===== config.mk =====
export PLATFORM = sky130hd
export DESIGN_NAME = fp_addsub_pipe_flat
export DESIGN_NICKNAME = d
export VERILOG_FILES = /design/src/rtl/fp_addsub_pkg.sv /design/src/rtl/fp_addsub_if.sv /design/src/rtl/fp_lzc.sv /design/src/rtl/fp_addsub_pipe.sv /design/src/flat_wrapper.sv
export SDC_FILE = /design/constraint.sdc
export NUM_CORES = 1
export LEC_CHECK = 0
export ABC_CLOCK_PERIOD_IN_PS = 16300
export BUFFER_PORTS_ARGS = -buffer_cell sky130_fd_sc_hd__buf_4
export CORE_UTILIZATION = 60
export CTS_CLUSTER_DIAMETER = 120
export CTS_CLUSTER_SIZE = 10
export DETAILED_ROUTE_END_ITERATION = 8
export GPL_TIMING_DRIVEN = 1
export HOLD_SLACK_MARGIN = 0.15
export PLACE_DENSITY = 0.79
export SLEW_MARGIN = 20
export SYNTH_ARGS = -nofsm -noshare
export SYNTH_HDL_FRONTEND = slang
export SYNTH_SLANG_ARGS = --single-unit

===== constraint.sdc =====
create_clock -name clk -period 16.3 [get_ports clk]
set_input_delay 0.815 -clock clk [delete_from_list [all_inputs] [get_ports clk]]
set_output_delay 0.815 -clock clk [all_outputs]
set_load 0.05 [all_outputs]

===== src/rtl/fp_addsub_pkg.sv =====
// Shared types, flag positions and special-value patterns for the pipelined FP add/sub unit.
package fp_addsub_pkg;

  typedef enum logic [2:0] {ZERO, SUB, NORM, INF, QNAN, SNAN} fp_class_e;

  localparam int unsigned FlagW         = 4;
  localparam int unsigned FlagInvalid   = 3;
  localparam int unsigned FlagOverflow  = 2;
  localparam int unsigned FlagUnderflow = 1;
  localparam int unsigned FlagInexact   = 0;

  // Patterns are right-aligned in 64 bits; callers truncate to 1+ew+mw.
  function automatic logic [63:0] fp_qnan(int unsigned ew, int unsigned mw);
    return (((64'(1) << ew) - 64'(1)) << mw) | (64'(1) << (mw - 1));
  endfunction

  function automatic logic [63:0] fp_inf(int unsigned ew, int unsigned mw);
    return ((64'(1) << ew) - 64'(1)) << mw;
  endfunction

endpackage


===== src/rtl/fp_addsub_if.sv =====
// Operand/result handshake bundle for fp_addsub_pipe; master is the producer/consumer side.
interface fp_addsub_if
  import fp_addsub_pkg::*;
#(
  parameter int unsigned EXP_W = 8,
  parameter int unsigned MAN_W = 23,
  parameter int unsigned TAG_W = 4
);
  localparam int unsigned W = 1 + EXP_W + MAN_W;

  logic [W-1:0]     in_a;
  logic [W-1:0]     in_b;
  logic             in_sub;
  logic [TAG_W-1:0] in_tag;
  logic             in_valid;
  logic             in_ready;
  logic [W-1:0]     out_c;
  logic [FlagW-1:0] out_flags;
  logic [TAG_W-1:0] out_tag;
  logic             out_valid;
  logic             out_ready;

  modport master (
    output in_a, in_b, in_sub, in_tag, in_valid, out_ready,
    input  in_ready, out_c, out_flags, out_tag, out_valid
  );

  modport slave (
    input  in_a, in_b, in_sub, in_tag, in_valid, out_ready,
    output in_ready, out_c, out_flags, out_tag, out_valid
  );

endinterface


===== src/rtl/fp_lzc.sv =====
// Leading-zero counter; an all-zero input reports WIDTH.
module fp_lzc #(
  parameter int unsigned WIDTH = 27
) (
  input  logic [WIDTH-1:0]             in_i,
  output logic [$clog2(WIDTH+1)-1:0]   cnt_o
);
  localparam int unsigned CntW = $clog2(WIDTH + 1);

  // Ascending scan so the most significant set bit is the last to write.
  always_comb begin
    cnt_o = CntW'(WIDTH);
    for (int i = 0; i < WIDTH; i++) begin
      if (in_i[i]) cnt_o = CntW'(WIDTH - 1 - i);
    end
  end

endmodule


===== src/rtl/fp_addsub_pipe.sv =====
// Four-stage IEEE-754 add/subtract with RNE rounding, gradual underflow and elastic stalls.
module fp_addsub_pipe
  import fp_addsub_pkg::*;
#(
  parameter int unsigned EXP_W = 8,
  parameter int unsigned MAN_W = 23,
  parameter int unsigned TAG_W = 4
) (
  input  logic       clk,
  input  logic       rst,
  fp_addsub_if.slave bus
);
  localparam int unsigned W   = 1 + EXP_W + MAN_W;
  localparam int unsigned SW  = MAN_W + 4;  // hidden + fraction + guard/round/sticky
  localparam int unsigned LzW = $clog2(SW + 1);
  localparam logic [W-1:0] QnanC = W'(fp_qnan(EXP_W, MAN_W));
  localparam logic [W-1:0] InfC  = W'(fp_inf(EXP_W, MAN_W));

  typedef struct packed {
    logic             spec;
    logic [W-1:0]     c;
    logic [FlagW-1:0] f;
    logic             zsign;
    logic [TAG_W-1:0] tag;
  } byp_t;

  typedef struct packed {
    byp_t             byp;
    logic             sign;
    logic             eff_sub;
    logic [EXP_W-1:0] exp;
    logic [EXP_W-1:0] diff;
    logic [MAN_W:0]   man_l;
    logic [MAN_W:0]   man_s;
  } s1_t;

  typedef struct packed {
    byp_t             byp;
    logic             sign;
    logic [EXP_W-1:0] exp;
    logic [SW:0]      sum;
  } s2_t;

  typedef struct packed {
    byp_t             byp;
    logic             sign;
    logic             zero;
    logic [EXP_W:0]   exp;
    logic [SW-1:0]    norm;
  } s3_t;

  typedef struct packed {
    logic [W-1:0]     c;
    logic [FlagW-1:0] f;
    logic [TAG_W-1:0] tag;
  } s4_t;

  function automatic fp_class_e classify(logic [EXP_W-1:0] e, logic [MAN_W-1:0] f);
    fp_class_e cls;
    if (e == '0)      cls = (f == '0) ? ZERO : SUB;
    else if (e == '1) cls = (f == '0) ? INF : (f[MAN_W-1] ? QNAN : SNAN);
    else              cls = NORM;
    return cls;
  endfunction

  s1_t s1_d, s1_q;
  s2_t s2_d, s2_q;
  s3_t s3_d, s3_q;
  s4_t s4_d, s4_q;
  logic v1_q, v2_q, v3_q, v4_q;
  logic ld1, ld2, ld3, ld4;

  // Each stage loads when it is empty or its content moves on this cycle.
  assign ld4 = !v4_q | bus.out_ready;
  assign ld3 = !v3_q | ld4;
  assign ld2 = !v2_q | ld3;
  assign ld1 = !v1_q | ld2;

  assign bus.in_ready  = ld1;
  assign bus.out_valid = v4_q;
  assign bus.out_c     = s4_q.c;
  assign bus.out_flags = s4_q.f;
  assign bus.out_tag   = s4_q.tag;

  // S1: unpack, classify, swap so the larger magnitude is first.
  logic             sa, sb_raw, sb, swap;
  logic [EXP_W-1:0] ea, eb, el, es;
  logic [MAN_W-1:0] fa, fb, fl, fs;
  fp_class_e        cls_a, cls_b;

  assign {sa, ea, fa}     = bus.in_a;
  assign {sb_raw, eb, fb} = bus.in_b;
  assign sb               = sb_raw ^ bus.in_sub;

  always_comb begin
    cls_a = classify(ea, fa);
    cls_b = classify(eb, fb);
    swap  = {eb, fb} > {ea, fa};
    el    = swap ? eb : ea;
    es    = swap ? ea : eb;
    fl    = swap ? fb : fa;
    fs    = swap ? fa : fb;
    s1_d           = '0;
    s1_d.byp.tag   = bus.in_tag;
    s1_d.byp.zsign = sa & sb;
    s1_d.sign      = swap ? sb : sa;
    s1_d.eff_sub   = sa ^ sb;
    s1_d.exp       = (el == '0) ? EXP_W'(1) : el;
    s1_d.diff      = s1_d.exp - ((es == '0) ? EXP_W'(1) : es);
    s1_d.man_l     = {el != '0, fl};
    s1_d.man_s     = {es != '0, fs};
    if (cls_a inside {QNAN, SNAN} || cls_b inside {QNAN, SNAN}) begin
      s1_d.byp.spec           = 1'b1;
      s1_d.byp.c              = QnanC;
      s1_d.byp.f[FlagInvalid] = (cls_a == SNAN) | (cls_b == SNAN);
    end else if (cls_a == INF && cls_b == INF && sa != sb) begin
      s1_d.byp.spec           = 1'b1;
      s1_d.byp.c              = QnanC;
      s1_d.byp.f[FlagInvalid] = 1'b1;
    end else if (cls_a == INF) begin
      s1_d.byp.spec = 1'b1;
      s1_d.byp.c    = {sa, InfC[W-2:0]};
    end else if (cls_b == INF) begin
      s1_d.byp.spec = 1'b1;
      s1_d.byp.c    = {sb, InfC[W-2:0]};
    end
  end

  // S2: align the smaller operand; everything shifted out folds into the sticky bit.
  logic [31:0]     shamt;
  logic [2*SW-1:0] wide;
  logic [SW-1:0]   aligned;

  always_comb begin
    shamt   = (32'(s1_q.diff) > SW) ? SW : 32'(s1_q.diff);
    wide    = {s1_q.man_s, 3'b000, {SW{1'b0}}} >> shamt;
    aligned = wide[2*SW-1:SW] | SW'(|wide[SW-1:0]);
    s2_d      = '0;
    s2_d.byp  = s1_q.byp;
    s2_d.sign = s1_q.sign;
    s2_d.exp  = s1_q.exp;
    s2_d.sum  = s1_q.eff_sub ? {1'b0, s1_q.man_l, 3'b000} - {1'b0, aligned}
                             : {1'b0, s1_q.man_l, 3'b000} + {1'b0, aligned};
  end

  // S3: normalise, never shifting the exponent below 1 (gradual underflow).
  logic [LzW-1:0] lz;
  logic [31:0]    lim, lshift;

  fp_lzc #(.WIDTH(SW)) u_lzc (
    .in_i  (s2_q.sum[SW-1:0]),
    .cnt_o (lz)
  );

  always_comb begin
    s3_d      = '0;
    s3_d.byp  = s2_q.byp;
    s3_d.sign = s2_q.sign;
    s3_d.zero = (s2_q.sum == '0);
    lim       = 32'(s2_q.exp) - 32'd1;
    lshift    = (32'(lz) > lim) ? lim : 32'(lz);
    if (s2_q.sum[SW]) begin
      s3_d.norm = {s2_q.sum[SW:2], s2_q.sum[1] | s2_q.sum[0]};
      s3_d.exp  = {1'b0, s2_q.exp} + (EXP_W+1)'(1);
    end else begin
      s3_d.norm = s2_q.sum[SW-1:0] << lshift;
      s3_d.exp  = {1'b0, s2_q.exp} - (EXP_W+1)'(lshift);
      if (!s3_d.norm[SW-1]) s3_d.exp = '0;
    end
  end

  // S4: round to nearest even; a fraction carry ripples into the exponent field.
  logic                 rnd, inx, tiny, ovf;
  logic [EXP_W+MAN_W:0] mag;

  always_comb begin
    rnd  = s3_q.norm[2] & (s3_q.norm[1] | s3_q.norm[0] | s3_q.norm[3]);
    inx  = |s3_q.norm[2:0];
    tiny = !s3_q.norm[SW-1];
    mag  = {s3_q.exp, s3_q.norm[SW-2:3]} + (EXP_W+MAN_W+1)'(rnd);
    ovf  = mag[MAN_W +: EXP_W+1] >= {1'b0, {EXP_W{1'b1}}};
    s4_d     = '0;
    s4_d.tag = s3_q.byp.tag;
    if (s3_q.byp.spec) begin
      s4_d.c = s3_q.byp.c;
      s4_d.f = s3_q.byp.f;
    end else if (s3_q.zero) begin
      s4_d.c = {s3_q.byp.zsign, {(W-1){1'b0}}};
    end else if (ovf) begin
      s4_d.c                = {s3_q.sign, InfC[W-2:0]};
      s4_d.f[FlagOverflow]  = 1'b1;
      s4_d.f[FlagInexact]   = 1'b1;
    end else begin
      s4_d.c                = {s3_q.sign, mag[EXP_W+MAN_W-1:0]};
      s4_d.f[FlagInexact]   = inx;
      s4_d.f[FlagUnderflow] = tiny & inx;
    end
  end

  always_ff @(posedge clk) begin
    if (rst) begin
      v1_q <= 1'b0;
      v2_q <= 1'b0;
      v3_q <= 1'b0;
      v4_q <= 1'b0;
      s1_q <= '0;
      s2_q <= '0;
      s3_q <= '0;
      s4_q <= '0;
    end else begin
      if (ld1) begin
        v1_q <= bus.in_valid;
        s1_q <= s1_d;
      end
      if (ld2) begin
        v2_q <= v1_q;
        s2_q <= s2_d;
      end
      if (ld3) begin
        v3_q <= v2_q;
        s3_q <= s3_d;
      end
      if (ld4) begin
        v4_q <= v3_q;
        s4_q <= s4_d;
      end
    end
  end

endmodule


===== src/flat_wrapper.sv =====
// flat-port wrapper written by rule: the top's interface ports become plain ports
module fp_addsub_pipe_flat import fp_addsub_pkg::*;
#(
  parameter int unsigned EXP_W = 8,
  parameter int unsigned MAN_W = 23,
  parameter int unsigned TAG_W = 4
)
  (clk, rst, bus_in_a, bus_in_b, bus_in_sub, bus_in_tag, bus_in_valid, bus_out_ready, bus_in_ready, bus_out_c, bus_out_flags, bus_out_tag, bus_out_valid);
  fp_addsub_if #(.EXP_W(EXP_W), .MAN_W(MAN_W), .TAG_W(TAG_W)) bus_i ();
  input  logic clk;
  input  logic rst;
  input wire logic [$bits(bus_i.in_a)-1:0] bus_in_a;
  input wire logic [$bits(bus_i.in_b)-1:0] bus_in_b;
  input wire logic [$bits(bus_i.in_sub)-1:0] bus_in_sub;
  input wire logic [$bits(bus_i.in_tag)-1:0] bus_in_tag;
  input wire logic [$bits(bus_i.in_valid)-1:0] bus_in_valid;
  input wire logic [$bits(bus_i.out_ready)-1:0] bus_out_ready;
  output wire logic [$bits(bus_i.in_ready)-1:0] bus_in_ready;
  output wire logic [$bits(bus_i.out_c)-1:0] bus_out_c;
  output wire logic [$bits(bus_i.out_flags)-1:0] bus_out_flags;
  output wire logic [$bits(bus_i.out_tag)-1:0] bus_out_tag;
  output wire logic [$bits(bus_i.out_valid)-1:0] bus_out_valid;
  assign bus_i.in_a = bus_in_a;
  assign bus_i.in_b = bus_in_b;
  assign bus_i.in_sub = bus_in_sub;
  assign bus_i.in_tag = bus_in_tag;
  assign bus_i.in_valid = bus_in_valid;
  assign bus_i.out_ready = bus_out_ready;
  assign bus_in_ready = bus_i.in_ready;
  assign bus_out_c = bus_i.out_c;
  assign bus_out_flags = bus_i.out_flags;
  assign bus_out_tag = bus_i.out_tag;
  assign bus_out_valid = bus_i.out_valid;
  fp_addsub_pipe #(.EXP_W(EXP_W), .MAN_W(MAN_W), .TAG_W(TAG_W)) u_core (.clk(clk), .rst(rst), .bus(bus_i));
endmodule

**Word-level counts from Yosys, hierarchy flattened**

Cells that the tools add are included.

- $add $sub $neg: 7
- Magnitude comparators: 4
- Eq/ne operators: 9
- Shifts and indexed selects: 2
- Multiplexer cells: 63
- Bitwise operators: 14
- Reductions and logical operators: 21

Operators with widths:

| kind | count |
|---|---|
| 2-to-1 mux 5 bit | 26 |
| 2-to-1 mux 33 bit | 3 |
| 2-to-1 mux 32 bit | 3 |
| right shift 54 x 32 -> 54 bit | 1 |
| logical NOT 23 bit | 2 |
| 2-to-1 mux 23 bit | 2 |
| 2-to-1 mux 8 bit | 5 |
| 2-to-1 mux 36 bit | 1 |
| 2-to-1 mux 34 bit | 1 |
| adder 32 x 1 -> 32 bit | 1 |
| greater-than comparator 5 x 32 -> 1 bit | 1 |
| logical NOT 8 bit | 4 |
| << shifter 27 x 32 -> 27 bit | 1 |
| greater-than comparator 31 bit | 1 |
| 2-to-1 mux 31 bit | 1 |
| adder 27 x 27 -> 28 bit | 1 |
| logical NOT 28 bit | 1 |
| 2-to-1 mux 28 bit | 1 |
| subtractor 27 x 27 -> 28 bit | 1 |
| OR 27 x 1 -> 27 bit | 1 |
| OR reduction 27 bit | 1 |
| 2-to-1 mux 3 bit | 8 |
| == test 8 bit, second input constant | 2 |
| nonzero test 8 bit | 2 |
| other kinds (19) | 49 |

- Register bits: 302
- Bits of input ports: 73
- Output and inout bits: 42
- Logic and storage cells: 155

**Longest topological paths before layout**

- Word-level depth: 32
- Depth in mapped cells: 29
- Gate-level depth less buffers: 27

**Modules after synthesis**

From an unflattened synthesis, not the netlist that was laid out.

- Cell total of the unflattened synthesis: 2288
- Area, all modules: 16935.0 µm²

Modules (own cells, without submodules):

| module | times used | cells an instance | area an instance (µm²) | sequential area each (µm²) |
|---|---|---|---|---|
| fp_addsub_pipe | 1 | 2237 | 16657.2 | 4244.1 |
| fp_lzc | 1 | 51 | 277.8 | 0.0 |

**Worst setup path before layout**

Ideal clock, no wire load.

- Path type: register to register
- Start point: register u_core.s2_q[3] (netlist name)
- End point: register u_core.s3_q[34] (netlist name)
- Library setup time: 0.131 ns
- Data arrival time: 5.687 ns
- Required time: 16.169 ns
- Path slack: 10.482 ns
- Cell stages (with the launch flop): 29
- Path buffers: 4
- Period minus slack after synthesis: 5.818 ns
- Cells stage by stage: dfxtp_1 clkbuf_1 o31ai_1 a211oi_1 o31ai_1 a211oi_1 o21ai_0 inv_1 ha_1 nor2b_1 o21a_1 o21a_1 o21a_1 o211ai_1 mux2i_2 buf_2 buf_2 buf_2 ha_1 o21ai_0 nand2b_1 a21o_1 a21o_1 a21o_1 a21oi_1 nor2_1 a21o_1 a2111oi_0 nor3_1

- Longest elaborated chain between the ends: 29
- Elaborated cells between the ends (all ways): 30
- Classes of those cells: add/sub (1); order compare (1); shift (1); mux (27)

Ends and longest elaborated chain:

| what | RTL line | text |
|---|---|---|
| start, declared | fp_addsub_pipe.sv:67 | `s2_t s2_d, s2_q;` |
| start signal, assigned | fp_addsub_pipe.sv:207 | `s2_q <= '0;` |
| start signal, assigned | fp_addsub_pipe.sv:217 | `s2_q <= s2_d;` |
| 2-to-1 mux 5 bit (24 in a row) | fp_lzc.sv:14 | `if (in_i[i]) cnt_o = CntW'(WIDTH - 1 - i);` |
| greater-than comparator 5 x 32 -> 1 bit | fp_addsub_pipe.sv:161 | `lshift = (32'(lz) > lim) ? lim : 32'(lz);` |
| 2-to-1 mux 32 bit | fp_addsub_pipe.sv:161 |  |
| subtractor 8 x 9 -> 9 bit / << shifter 27 x 32 -> 27 bit (equally long branches) | fp_addsub_pipe.sv:167, fp_addsub_pipe.sv:166 |  |
| 2-to-1 mux 9 bit * | fp_addsub_pipe.sv:168 | `if (!s3_d.norm[SW-1]) s3_d.exp = '0;` |
| 2-to-1 mux 36 bit * | fp_addsub_pipe.sv:162 | `if (s2_q.sum[SW]) begin` |
| end signal, assigned | fp_addsub_pipe.sv:208 | `s3_q <= '0;` |
| end signal, assigned | fp_addsub_pipe.sv:221 | `s3_q <= s3_d;` |
| end, declared | fp_addsub_pipe.sv:68 | `s3_t s3_d, s3_q;` |

Every way passes the cells marked *; elsewhere a longest branch is shown, timed or not.
A chain may end at the register's enable or synchronous reset.

**Worst setup path after layout**

- Start point: register u_core.s2_q[2] (netlist name)
- End point: register u_core.s3_q[34] (netlist name)

- Longest elaborated chain between the ends: 30
- Elaborated cells between the ends (all ways): 31
- Classes of those cells: add/sub (1); order compare (1); shift (1); mux (28)

Ends and longest elaborated chain:

| what | RTL line |
|---|---|
| 2-to-1 mux 5 bit (25 in a row) | fp_lzc.sv:14 |
| greater-than comparator 5 x 32 -> 1 bit | fp_addsub_pipe.sv:161 |
| 2-to-1 mux 32 bit | fp_addsub_pipe.sv:161 |
| subtractor 8 x 9 -> 9 bit / << shifter 27 x 32 -> 27 bit (equally long branches) | fp_addsub_pipe.sv:167, fp_addsub_pipe.sv:166 |
| 2-to-1 mux 9 bit * | fp_addsub_pipe.sv:168 |
| 2-to-1 mux 36 bit * | fp_addsub_pipe.sv:162 |

Marked as above.

==> metrics.yaml <==
run_status:
  status: "finished, final reports clean"
logic_synthesis:
  ys_ff_latch: 212
  syn_inst: 2337
  async_flop_share_pct: 0
  yosys_warnings: 0
  ys.flop_type: "dfxtp_1"
  synthTopCellsByCount: "nand2_1, nor2_1, dfxtp_1, a21oi_1, mux2i_1"
  synth_edf_count: 0
  synth.distinct_cells: 92
  yosysTopAreaCell: "dfxtp_1"
  synth_top_area_share_pct: 24.48
  yosysMostFrequentCell: "nand2_1"
  avgSynthCellArea_sq_um: 7.418
  ys_seq_area_share_pct: 24.48
  synth_area_sq_mm: 0.01734
  netlist_top_cells_area: "dfxtp_1, ha_1, mux2i_1, nand2_1, a21oi_1"
global_routing:
  antenna_found_initial: 0
  gr-usage-all-layers_pct: 35.99
  grt_max_degree: 95
  grt_pass1_wl_um: 84870
  overflow: 0
  grt_pass1_vias: 15860
finish:
  multi_input_area_sq_mm: 0.01202
  layout.nets: 2515
  fill_cells: 2506
  final_layout_size_suffix_gt1_share_pct: 9.336
  area_growth_pct: 8.618
  final_core_util_pct: 67.04
  final_area_sq_mm: 0.01883
  final-seq-area_sq_mm: 0.004244
  diodes: 0
  final_cells: 2713
sta:
  fin_crit_sh_pct: 41.56
  hold_ws_ns: 0.4408
  rsz0062_at_grt: "false"
  fmax_mhz: 147.6
  slew_headroom_pct: 28.66
  fin_setup_tns_ns: 0
  finalWorstSetupSlack_ns: 9.525
  maxSlewViolCount: 0
  finalHoldViolations: 0
  setup_viol: 0
  worstMarginPinSlew_ns: 1.065
  timing.final.crit_period_ns: 6.775
  finalClockSkew_ns: 0.02968
place:
  dpl.cell_count: 2686
  pre_cts_slack_ns: 9.559
  portBuffers: 114
  gp_congestion: 1.006
  hpwl_um: 40230
  dpl-instance-area_sq_mm: 0.01818
drt:
  drtIter0Drc: 2118
  drtPass1Iterations: 7
  ant_nets: 0
  routed_via_density: 6.537
  wl_um: 54390
  drc_errors: 0
  wl_per_cell_um: 20.05
  vias: 17740
power:
  p_int_mw: 1.611
  seqPwrFrac_pct: 23.0
  combPwrFrac_pct: 61.9
  p_switching_mw: 1.577
  ir_worst_vdd_uv: 82.28
  p_clk_share_pct: 15.1
  power_mw: 3.188
  cellLeakagePower_nw: 8.218
  powerDensity_mw_per_mm2: 169.3
  switching_share_pct: 49.45
job:
  drv_cap: 0
cts:
  numCtsBuffers: 25
  postCtsSetupBuffers: 0
  cts_max_path_buffers: 3
  clk_latency_ns: 0.53
  cts-root-buf: "clkbuf_16"
  ctsResizeCount: 0
  cts.reportedPaths.clkPinSlew_ns: 0.06
  hold_buffers: 0
  cts_tree: "yes"
  cts_htree_levels: 1
  cts_sinks: 212
floorplan:
  die_w_um: 172.0
  start_util_pct: 61.72
  fp.coreArea_sq_mm: 0.02809
  die-area_sq_mm: 0.02958
  num_rows: 61
  io_pins: 115
  die_y_um: 172.0
worst_setup_path:
  critical_path_required_ns: 16.67
  worst_setup_path_end_kind: "flop"
  critPathSlowestCell: "o211ai_1"
  path_common_cell: "a21o_1"
  arrival_ns: 7.14
  crit_type: "flop to flop"
  critical_path_peak_fanout: 32
  slowest_delay_ns: 0.84
  critPathLaunchType: "flop"
hold_path:
  min_path_type: "flop to flop"
==> sequential cells by signal, summed over array words and instances (netlist names) <==
signal and cells:
u_core.s1_q 75, u_core.s3_q 47, u_core.s2_q 46, u_core.bus.out_c 32, u_core.bus.out_flags 4, u_core.bus.out_tag 4, u_core.bus.out_valid 1, u_core.v1_q 1
u_core.v2_q 1, u_core.v3_q 1
==> power by group through the flow <==
| stage | Sequential [mW] | Combinational (mW) | Clock (mW) |
|---|---|---|---|
| 2_1_floorplan | 0.714 | 1.43 | 0 |
| 5_1_grt | 0.744 | 2.12 | 0.507 |
| 4_1_cts | 0.727 | 1.92 | 0.485 |
| 3_5_place_dp | 0.737 | 1.91 | 0 |
| 6_report | 0.733 | 1.97 | 0.482 |
| 3_3_place_gp | 0.731 | 1.91 | 0 |
==> placed cells by master, fill, tap and decap left out, types with 15 or more instances in the layout <==
cell type  synthesis  routed
a31oi_1           30      30
nor3_1            71      71
o31ai_1           17      17
mux2_2            17      17
and3_1            23      23
xnor2_1           33      33
dfxtp_1          212     212
clkbuf_16          0      25
nand3_1           65      65
a21oi_1          191     191
buf_4              5     139
o21a_1            15      15
nand2b_1          33      33
and2_1            20      20
ha_1             104     104
o211ai_1          23      23
xor2_1            38      38
mux2i_1          127     126
inv_1            104     103
nand2_1          274     273
nand4_1           40      40
nor2b_1           21      21
nor4_1            27      27
a211oi_1          90      90
o21ai_0          121     120
nor2_1           227     227
a21o_1            33      33
==> per-layer routing <==
layer / wire length [um] / global-route usage (%) / vias to the layer above
met4: 3284 / 20.35 / 0
met1: 22140 / 44.52 / 8289
met2: 25340 / 60.29 / 804
met3: 3625 / 4.555 / 180
met5: 0 / 0 / -
li1: - / - / 8463
==> kinds of logic after synthesis <==
family,synth area share (%)
AO/OA/AOI/OAI,25.71
XOR/XNOR,3.587
adder cells (fa/ha/maj),7.853
buffers and inverters,6.438
flip-flops,24.48
multiplexers,8.928
other,0.02163
AND/OR/NAND/NOR,22.98
==> final timing paths <==
kind | start | slack [ns] | to | cells past startpoint
setup / recovery | u_core.s2_q[2] | 9.53 | u_core.s3_q[34] | 28
hold / removal | u_core.bus.out_flags[2] | 0.44 | u_core.bus.out_flags[2] | 2
setup reg to reg | u_core.s2_q[2] | 9.53 | u_core.s3_q[34] | 28
hold reg to reg | u_core.bus.out_flags[2] | 0.44 | u_core.bus.out_flags[2] | 2
==> final cells by class <==
type	count	share of cell area, %
Multi-Input combinational cell	1849	63.83
Tap cell	378	2.512
Clock buffer	25	3.322
Sequential cell	212	22.54
Timing Repair Buffer	139	5.542
Clock inverter	2	0.09303
Inverter	108	2.160
==> worst max-delay path, delay by kind of cell, from the launching register on <==
kind / cells / cell delay, ns
AO/OA/AOI/OAI: 16 / 3.84
buffers and inverters: 3 / 0.77
adder cells (fa/ha/maj): 2 / 0.63
AND/OR/NAND/NOR: 6 / 0.60
flip-flops: 1 / 0.44
multiplexers: 1 / 0.35
Note: power is estimated with default switching activity, not from simulation.
